## src/rtl/iter_divider_if.sv

```systemverilog
// Handshake bundle for iter_divider.
//   Operand side : divisor and dividend streams (tdata/tvalid/tready each), plus
//                  div_signed (sampled with the operands) and div_cancel (abort).
//   Result side  : m_axis_dout_* stream, tdata = {quotient, remainder}.
// The slave modport is the divider, the master modport is whoever drives it.
interface iter_divider_if;
  logic [31:0] s_axis_divisor_tdata;
  logic        s_axis_divisor_tvalid;
  logic        s_axis_divisor_tready;
  logic [31:0] s_axis_dividend_tdata;
  logic        s_axis_dividend_tvalid;
  logic        s_axis_dividend_tready;
  logic        div_signed;
  logic        div_cancel;
  logic [63:0] m_axis_dout_tdata;
  logic        m_axis_dout_tvalid;
  logic        m_axis_dout_tready;

  modport slave (
    input  s_axis_divisor_tdata,
    input  s_axis_divisor_tvalid,
    output s_axis_divisor_tready,
    input  s_axis_dividend_tdata,
    input  s_axis_dividend_tvalid,
    output s_axis_dividend_tready,
    input  div_signed,
    input  div_cancel,
    output m_axis_dout_tdata,
    output m_axis_dout_tvalid,
    input  m_axis_dout_tready
  );

  modport master (
    output s_axis_divisor_tdata,
    output s_axis_divisor_tvalid,
    input  s_axis_divisor_tready,
    output s_axis_dividend_tdata,
    output s_axis_dividend_tvalid,
    input  s_axis_dividend_tready,
    output div_signed,
    output div_cancel,
    input  m_axis_dout_tdata,
    input  m_axis_dout_tvalid,
    output m_axis_dout_tready
  );
endinterface

```

## src/rtl/iter_divider.sv

```systemverilog
// Iterative 32/32 restoring divider, signed or unsigned, one quotient bit per cycle.
//   clk    : rising-edge clock
//   resetn : synchronous active-low reset
//   bus    : iter_divider_if.slave -- joint divisor/dividend transfer, div_signed,
//            div_cancel, result stream {quotient[63:32], remainder[31:0]}.
// Divide by zero returns quotient 0xFFFFFFFF and the original dividend as remainder.
module iter_divider (
  input logic           clk,
  input logic           resetn,
  iter_divider_if.slave bus
);

  typedef enum logic [1:0] {StIdle, StCalc, StFix, StDone} state_e;

  state_e      state_q, state_d;
  logic [4:0]  cnt_q;
  logic [63:0] rem_q;        // {partial remainder, dividend bits / quotient bits}
  logic [31:0] divisor_q;
  logic        q_neg_q;
  logic        r_neg_q;
  logic        dbz_q;
  logic [63:0] dout_q;
  logic        tvalid_q, tvalid_d;

  logic        xfer;
  logic        hshake;
  logic        dvd_neg, dvs_neg;
  logic [31:0] dvd_abs, dvs_abs;
  logic [32:0] trial;
  logic [63:0] rem_next;
  logic [31:0] q_fix, r_fix;

  // Both operands move together; cancel blocks the transfer.
  assign xfer = resetn & (state_q == StIdle) & bus.s_axis_divisor_tvalid &
                bus.s_axis_dividend_tvalid & ~bus.div_cancel;
  assign hshake = tvalid_q & bus.m_axis_dout_tready;

  assign bus.s_axis_divisor_tready  = xfer;
  assign bus.s_axis_dividend_tready = xfer;
  assign bus.m_axis_dout_tvalid     = tvalid_q;
  assign bus.m_axis_dout_tdata      = dout_q;

  // Operand magnitudes; in unsigned mode the top bit is just a data bit.
  assign dvd_neg = bus.div_signed & bus.s_axis_dividend_tdata[31];
  assign dvs_neg = bus.div_signed & bus.s_axis_divisor_tdata[31];
  assign dvd_abs = dvd_neg ? (32'd0 - bus.s_axis_dividend_tdata) : bus.s_axis_dividend_tdata;
  assign dvs_abs = dvs_neg ? (32'd0 - bus.s_axis_divisor_tdata) : bus.s_axis_divisor_tdata;

  // One restoring step: the shifted partial remainder needs 33 bits for the compare.
  assign trial    = rem_q[63:31] - {1'b0, divisor_q};
  assign rem_next = trial[32] ? {rem_q[62:0], 1'b0}
                              : {trial[31:0], rem_q[30:0], 1'b1};

  // With a zero divisor every trial succeeds, leaving |dividend| as the remainder;
  // re-applying the dividend sign restores the original dividend.
  assign q_fix = dbz_q   ? 32'hFFFF_FFFF :
                 q_neg_q ? (32'd0 - rem_q[31:0]) : rem_q[31:0];
  assign r_fix = r_neg_q ? (32'd0 - rem_q[63:32]) : rem_q[63:32];

  always_ff @(posedge clk) begin
    if (!resetn) begin
      state_q <= StIdle;
    end else begin
      state_q <= state_d;
    end
  end

  always_comb begin
    state_d  = state_q;
    tvalid_d = 1'b0;
    unique case (state_q)
      StIdle: if (xfer) state_d = StCalc;
      StCalc: if (cnt_q == 5'd31) state_d = StFix;
      StFix:  state_d = StDone;
      StDone: begin
        // tvalid is registered off DONE, so the first DONE cycle only aligns it.
        tvalid_d = ~hshake;
        if (hshake) state_d = StIdle;
      end
      default: state_d = StIdle;
    endcase
    if (bus.div_cancel) begin
      state_d  = StIdle;
      tvalid_d = 1'b0;
    end
  end

  always_ff @(posedge clk) begin
    if (!resetn) begin
      cnt_q     <= 5'd0;
      rem_q     <= 64'd0;
      divisor_q <= 32'd0;
      q_neg_q   <= 1'b0;
      r_neg_q   <= 1'b0;
      dbz_q     <= 1'b0;
      dout_q    <= 64'd0;
      tvalid_q  <= 1'b0;
    end else begin
      tvalid_q <= tvalid_d;
      if (xfer) begin
        cnt_q     <= 5'd0;
        rem_q     <= {32'd0, dvd_abs};
        divisor_q <= dvs_abs;
        q_neg_q   <= dvd_neg ^ dvs_neg;
        r_neg_q   <= dvd_neg;
        dbz_q     <= (bus.s_axis_divisor_tdata == 32'd0);
      end else if (state_q == StCalc) begin
        cnt_q <= cnt_q + 5'd1;
        rem_q <= rem_next;
      end
      if (state_q == StFix && !bus.div_cancel) begin
        dout_q <= {q_fix, r_fix};
      end
    end
  end

endmodule

```

## src/flat_wrapper.sv

```systemverilog
// flat-port wrapper written by rule: the top's interface ports become plain ports
module iter_divider_flat 
  (clk, resetn, bus_s_axis_divisor_tdata, bus_s_axis_divisor_tvalid, bus_s_axis_divisor_tready, bus_s_axis_dividend_tdata, bus_s_axis_dividend_tvalid, bus_s_axis_dividend_tready, bus_div_signed, bus_div_cancel, bus_m_axis_dout_tdata, bus_m_axis_dout_tvalid, bus_m_axis_dout_tready);
  iter_divider_if bus_i ();
  input logic clk;
  input logic resetn;
  input wire logic [$bits(bus_i.s_axis_divisor_tdata)-1:0] bus_s_axis_divisor_tdata;
  input wire logic [$bits(bus_i.s_axis_divisor_tvalid)-1:0] bus_s_axis_divisor_tvalid;
  output wire logic [$bits(bus_i.s_axis_divisor_tready)-1:0] bus_s_axis_divisor_tready;
  input wire logic [$bits(bus_i.s_axis_dividend_tdata)-1:0] bus_s_axis_dividend_tdata;
  input wire logic [$bits(bus_i.s_axis_dividend_tvalid)-1:0] bus_s_axis_dividend_tvalid;
  output wire logic [$bits(bus_i.s_axis_dividend_tready)-1:0] bus_s_axis_dividend_tready;
  input wire logic [$bits(bus_i.div_signed)-1:0] bus_div_signed;
  input wire logic [$bits(bus_i.div_cancel)-1:0] bus_div_cancel;
  output wire logic [$bits(bus_i.m_axis_dout_tdata)-1:0] bus_m_axis_dout_tdata;
  output wire logic [$bits(bus_i.m_axis_dout_tvalid)-1:0] bus_m_axis_dout_tvalid;
  input wire logic [$bits(bus_i.m_axis_dout_tready)-1:0] bus_m_axis_dout_tready;
  assign bus_i.s_axis_divisor_tdata = bus_s_axis_divisor_tdata;
  assign bus_i.s_axis_divisor_tvalid = bus_s_axis_divisor_tvalid;
  assign bus_s_axis_divisor_tready = bus_i.s_axis_divisor_tready;
  assign bus_i.s_axis_dividend_tdata = bus_s_axis_dividend_tdata;
  assign bus_i.s_axis_dividend_tvalid = bus_s_axis_dividend_tvalid;
  assign bus_s_axis_dividend_tready = bus_i.s_axis_dividend_tready;
  assign bus_i.div_signed = bus_div_signed;
  assign bus_i.div_cancel = bus_div_cancel;
  assign bus_m_axis_dout_tdata = bus_i.m_axis_dout_tdata;
  assign bus_m_axis_dout_tvalid = bus_i.m_axis_dout_tvalid;
  assign bus_i.m_axis_dout_tready = bus_m_axis_dout_tready;
  iter_divider u_core (.clk(clk), .resetn(resetn), .bus(bus_i));
endmodule
```

## config.mk

```make
export PLATFORM = sky130hd
export DESIGN_NAME = iter_divider_flat
export DESIGN_NICKNAME = d
export VERILOG_FILES = /design/src/rtl/iter_divider_if.sv /design/src/rtl/iter_divider.sv /design/src/flat_wrapper.sv
export SDC_FILE = /design/constraint.sdc
export NUM_CORES = 1
export LEC_CHECK = 0
export BUFFER_PORTS_ARGS = -buffer_cell sky130_fd_sc_hd__buf_2
export CORE_ASPECT_RATIO = 0.9
export CORE_MARGIN = 1
export CORE_UTILIZATION = 40
export CTS_CLUSTER_SIZE = 14
export DETAILED_ROUTE_END_ITERATION = 6
export GPL_TIMING_DRIVEN = 0
export REMOVE_ABC_BUFFERS = 1
export SYNTH_ARGS = -nofsm -noshare
export SYNTH_HDL_FRONTEND = slang
export SYNTH_SLANG_ARGS = --single-unit
export TNS_END_PERCENT = 10
```

## constraint.sdc

```tcl
create_clock -name clk -period 3.89 [get_ports clk]
set_clock_uncertainty 0.15 [all_clocks]
set_input_delay 1.167 -clock clk [delete_from_list [all_inputs] [get_ports clk]]
set_output_delay 1.167 -clock clk [all_outputs]
set_load 0.02 [all_outputs]
```

Word level (Yosys, flattened, before mapping)
Index checks and enable logic that the tools add are counted.
{"block": "word_totals", "regBits": 171, "in_bits": 71, "output_inout_bits": 67, "elab_cells": 56}
{"block": "classes", "add_sub_neg": 6, "eq_ne": 7, "mux": 12, "n_bitwise": 12, "n_reduce_logical": 9}
{"cell": "$mux 32", "count": 7}
{"cell": "$sub 1x32->32 const A", "count": 4}
{"cell": "$mux 64", "count": 1}
{"cell": "$sub 33x32->33", "count": 1}
{"cell": "$logic_not 32->1", "count": 1}
{"cell": "$pmux 2 s4", "count": 1}
{"cell": "$and 1x1->1", "count": 7}
{"cell": "$mux 2", "count": 3}
{"cell": "$add 5x1->5 const B", "count": 1}
{"cell": "$eq 5x5->1 const B", "count": 1}
{"cell": "$eq 2x2->1 const B", "count": 2}
{"cell": "$ne 2x1->1 const B", "count": 2}
{"cell": "$not 1->1", "count": 4}
{"cell": "$reduce_or 2->1", "count": 2}
{"cell": "$reduce_and 3->1", "count": 1}
{"cell": "$reduce_or 3->1", "count": 1}
{"cell": "$eq 2x1->1 const B", "count": 1}
{"cell": "$logic_not 2->1", "count": 1}
{"cell": "$ne 2x2->1 const B", "count": 1}
{"cell": "$reduce_bool 2->1", "count": 1}
{"cell": "$logic_and 1x1->1", "count": 1}
{"cell": "$logic_not 1->1", "count": 1}
{"cell": "$xor 1x1->1", "count": 1}

Depth between registers and ports, before layout
{"block": "depth", "ltp_word": 7, "ltp_mapped": 14, "depth_no_buf": 13}

Least setup slack after synthesis
Ideal clock, no wire load.
{"block": "synth_path", "path_type": "input port to output port", "startpoint": "input bus_div_cancel", "endpoint": "output bus_s_axis_divisor_tready", "arrival_ps": 2596, "t_required_ps": 2573, "setup_slack_ps": -23, "cell_stages": 6, "n_path_buf": 3, "cell_sequence": "nand2b_1 -> or2_2 -> clkbuf_1 -> inv_1 -> buf_1 -> buf_4"}
{"block": "synth_between", "elab_chain_len": 2}
{"item": "start, declared", "line_no": "flat_wrapper.sv:14", "source": "input wire logic [$bits(bus_i.div_cancel)-1:0] bus_div_cancel;"}
{"item": "$not 1->1", "line_no": "iter_divider.sv:35", "source": "bus.s_axis_dividend_tvalid & ~bus.div_cancel;"}
{"item": "$and 1x1->1", "line_no": "iter_divider.sv:35"}
{"item": "end, declared", "line_no": "flat_wrapper.sv:9", "source": "output wire logic [$bits(bus_i.s_axis_divisor_tready)-1:0] bus_s_axis_divisor_tready;"}
Every way passes these cells.

Worst setup path in the final report
{"block": "layout_path", "startpoint": "input resetn", "endpoint": "output bus_s_axis_divisor_tready"}
{"block": "layout_between", "elab_chain_len": 4}
{"item": "start, declared", "line_no": "flat_wrapper.sv:6", "source": "input logic resetn;"}
{"item": "$and 1x1->1 (3 in a row)", "line_no": "iter_divider.sv:34", "source": "assign xfer = resetn & (state_q == StIdle) & bus.s_axis_divisor_tvalid &"}
{"item": "$and 1x1->1", "line_no": "iter_divider.sv:35"}
Every way passes these cells.

==> flow_metrics.env <==
export IMPL_insertion_delay_ps=440
export IMPL_leakagePower_nw=5.81
export IMPL_status="complete, but fails checks"
export IMPL_setup_violations=0
export IMPL_drcViolationCount=1
export IMPL_grt_pass1_wl_um=49500
export IMPL_cts_made_buffers=17
export IMPL_initial_core_util_pct=40.7
export IMPL_wl_per_cell_um=16.7
export IMPL_syn_inst=1392
export IMPL_synthArstFlopShare_pct=0
export IMPL_grt_pass1_vias=9389
export IMPL_rsz0062_at_grt="false"
export IMPL_cts_sinks=171
export IMPL_cts_root_buf="clkbuf_16"
export IMPL_crit_chain="buf_16 > buf_16 > nand2b_4 > or2_4 > buf_12 > clkinvlp_4 > buf_2"
export IMPL_avgViaCountPerCell=5.48
export IMPL_antenna_found_initial=4
export IMPL_critPathKind="in -> out"
export IMPL_slowest_stage="or2_4"
export IMPL_crit_top_cell="buf_16"
export IMPL_yosys_warnings=0
export IMPL_grt_max_degree=59
export IMPL_worst_pin_slew_ps=1160
export IMPL_seq_power_share_pct=38.1
export IMPL_switching_power_w=0.00156
export IMPL_syn_to_final_growth_pct=16.3
export IMPL_violations="design-rule violations"
export IMPL_dp_cells=1806
export IMPL_synth_ff_type="dfxtp_1"
export IMPL_place_port_buffers=137
export IMPL_clk_pin_slew_worst_paths_ps=70
export IMPL_yosysSeqAreaShare_pct=31.2
export IMPL_internal_power_w=0.00325
export IMPL_stdcell_count=1848
export IMPL_first_iter_violations=688
export IMPL_drive_above_1_share_pct=14.1
export IMPL_antenna_left=0
export IMPL_syn_area_per_cell_um2=7.88
export IMPL_fin_crit_sh_pct=97.5
export IMPL_hold_viol_final=0
export IMPL_p_clk_share_pct=37.3
export IMPL_syn_area_um2=11000
export IMPL_p_sw_share_pct=32.4
export IMPL_cts_max_path_buffers=2
export IMPL_max_freq_mhz=264
export IMPL_p_per_area_nw_per_um2=377
export IMPL_max_stage_delay_ps=270
export IMPL_layout_commonest_cell="dfxtp_1"
export IMPL_worst_slew_margin_rel_pct=22.6
export IMPL_yosys_register_bits=171
export IMPL_vdd_ir_drop_max_v=0.000246
export IMPL_grt_overflow=0
export IMPL_yosysTopAreaCell="dfxtp_1"
export IMPL_hold_class="reg -> reg"
export IMPL_vias=10100
export IMPL_mostFrequentLayoutCells="171 x dfxtp_1, 151 x o21ai_0, 148 x nand2_1, 136 x buf_2, 134 x a21oi_1"
export IMPL_critPathTopFamily="buffers and inverters"
export IMPL_holdWs_ps=311
export IMPL_final_setup_tns_ps=0
export IMPL_synth_edff_count=0
export IMPL_cp_start_kind="input port"
export IMPL_dieArea_um2=28100
export IMPL_cts_tree="built"
export IMPL_gp_congestion=0.854
export IMPL_worstPathRequired_ps=2570
export IMPL_grtUsageTotal_pct=22.0
export IMPL_hpwl_um=21400
export IMPL_arrival_ps=2480
export IMPL_die_w_um=177
export IMPL_std_cell_rows=57
export IMPL_coreArea_um2=27000
export IMPL_critPathMaxFanout=50
export IMPL_slew_violations=0
export IMPL_combPwrFrac_pct=24.6
export IMPL_path_buf_inv=5
export IMPL_nNetsFinal=1595
export IMPL_htreeDepth=4
export IMPL_num_io_pins=138
export IMPL_synth_area_leaders="dfxtp_1 31%, o21ai_0 6.9%, xor2_1 6.5%"
export IMPL_die_y_um=159
export IMPL_cp_end_kind="output pin"
export IMPL_min_period_ps=3790
export IMPL_maxCapViolations=0
export IMPL_finalWirelength_um=30800
export IMPL_synth_distinct_cells=63
export IMPL_dr_pass1_iters=7
export IMPL_synth_top_cell_area_share_pct=31.2
## sequential cells by signal, indices dropped and copies added, names as in the netlist
| name | flops |
|---|---|
| u_core.divisor_q | 32 |
| u_core.state_q | 2 |
| u_core.rem_q | 64 |
| u_core.bus.m_axis_dout_tdata | 64 |
| u_core.dbz_q | 1 |
| u_core.cnt_q | 5 |
| u_core.bus.m_axis_dout_tvalid | 1 |
| u_core.r_neg_q | 1 |
| u_core.q_neg_q | 1 |
## power by group through the flow
stage | logic [W] | registers, W | clock network (W)
floorplan | 0.000763 | 0.00186 | 0
global placement | 0.00105 | 0.00187 | 0
detailed placement | 0.00111 | 0.00187 | 0
CTS | 0.00116 | 0.00183 | 0.00182
global route | 0.00130 | 0.00184 | 0.00189
finish | 0.00118 | 0.00183 | 0.00179
## synthesized netlist by cell type, types with 5 or more instances
master / n
nand2_1: 148
nand2b_1: 14
buf_2: 6
or3_1: 9
o31ai_1: 22
nand3_1: 51
dfxtp_1: 171
o21ai_0: 151
and2_1: 18
a21o_1: 12
o211ai_1: 8
a21oi_1: 134
xnor2_1: 63
buf_1: 10
mux2i_1: 37
nand4_1: 9
nor4_1: 9
o211a_1: 53
a21boi_0: 8
nor3_1: 26
inv_1: 58
nor2b_1: 11
a31oi_1: 11
ha_1: 43
clkbuf_1: 67
nor3b_1: 8
o41ai_1: 12
nor2_1: 69
o21a_1: 5
or4_1: 11
xor2_1: 81
a211oi_1: 5
and3_1: 6
## final cells by class
cell class / instances / area, um2
fill: 2722 / 14200
multi-input combinational: 1081 / 7090
sequential: 171 / 3420
timing repair buffer: 150 / 956
tap: 354 / 443
clock buffer: 17 / 425
inverter: 59 / 225
clock inverter: 14 / 184
antenna: 2 / 5.00
## what timing repair did
item / in CTS / in global routing
setup buffers: 2 / 2
cloned: 5 / 0
endpoints found under the setup margin: 31 / 25
hold buffers: 0 / 0
pin swaps: 1 / 0
resized for setup: 6 / 3
## metrics by stage
stage | area (um2) | power [W] | setup WS [ps] | util, %
2_1_floorplan | 10600 | 0.00262 | -449 | -
3_3_place_gp | 11800 | 0.00292 | -2910 | 43.7
3_5_place_dp | 12000 | 0.00299 | -1230 | 44.4
4_1_cts | 12700 | 0.00481 | 12.8 | 47.2
5_1_grt | 12800 | 0.00503 | 29.4 | 47.3
6_report | 12800 | 0.00481 | 96.8 | 47.3
## final timing paths
path | from | endpoint | slack (ps) | cells past startpoint
setup / recovery | resetn | bus_s_axis_divisor_tready | 100 | 7
hold / removal | u_core.divisor_q[24] | u_core.divisor_q[24] | 310 | 2
setup reg to reg | u_core.rem_q[35] | u_core.rem_q[61] | 260 | 11
hold reg to reg | u_core.divisor_q[24] | u_core.divisor_q[24] | 310 | 2
## worst min-delay path: cells and delay by family, from the launching register on
kind	cells	cell delay (ps)
flip-flops	1	310
AO/OA/AOI/OAI	1	50
AND/OR/NAND/NOR	1	60
## metal layers
metal / global-route usage (%) / vias to the layer above / wire length [um]
met1: 29.8 / 4773 / 14900
met5: 0 / - / 16
met2: 35.9 / 198 / 14100
met3: 3.80 / 28 / 1350
li1: - / 5119 / -
met4: 5.68 / 4 / 398
## logic make-up after synthesis
group | synth area share (%)
compound gates | 25.6
xor+xnor | 11.6
fa+ha+maj | 5.09
buf+inv | 4.99
flops | 31.2
mux | 3.48
simple gates | 18.0
No activity file was read; power rests on OpenSTA's default activity.
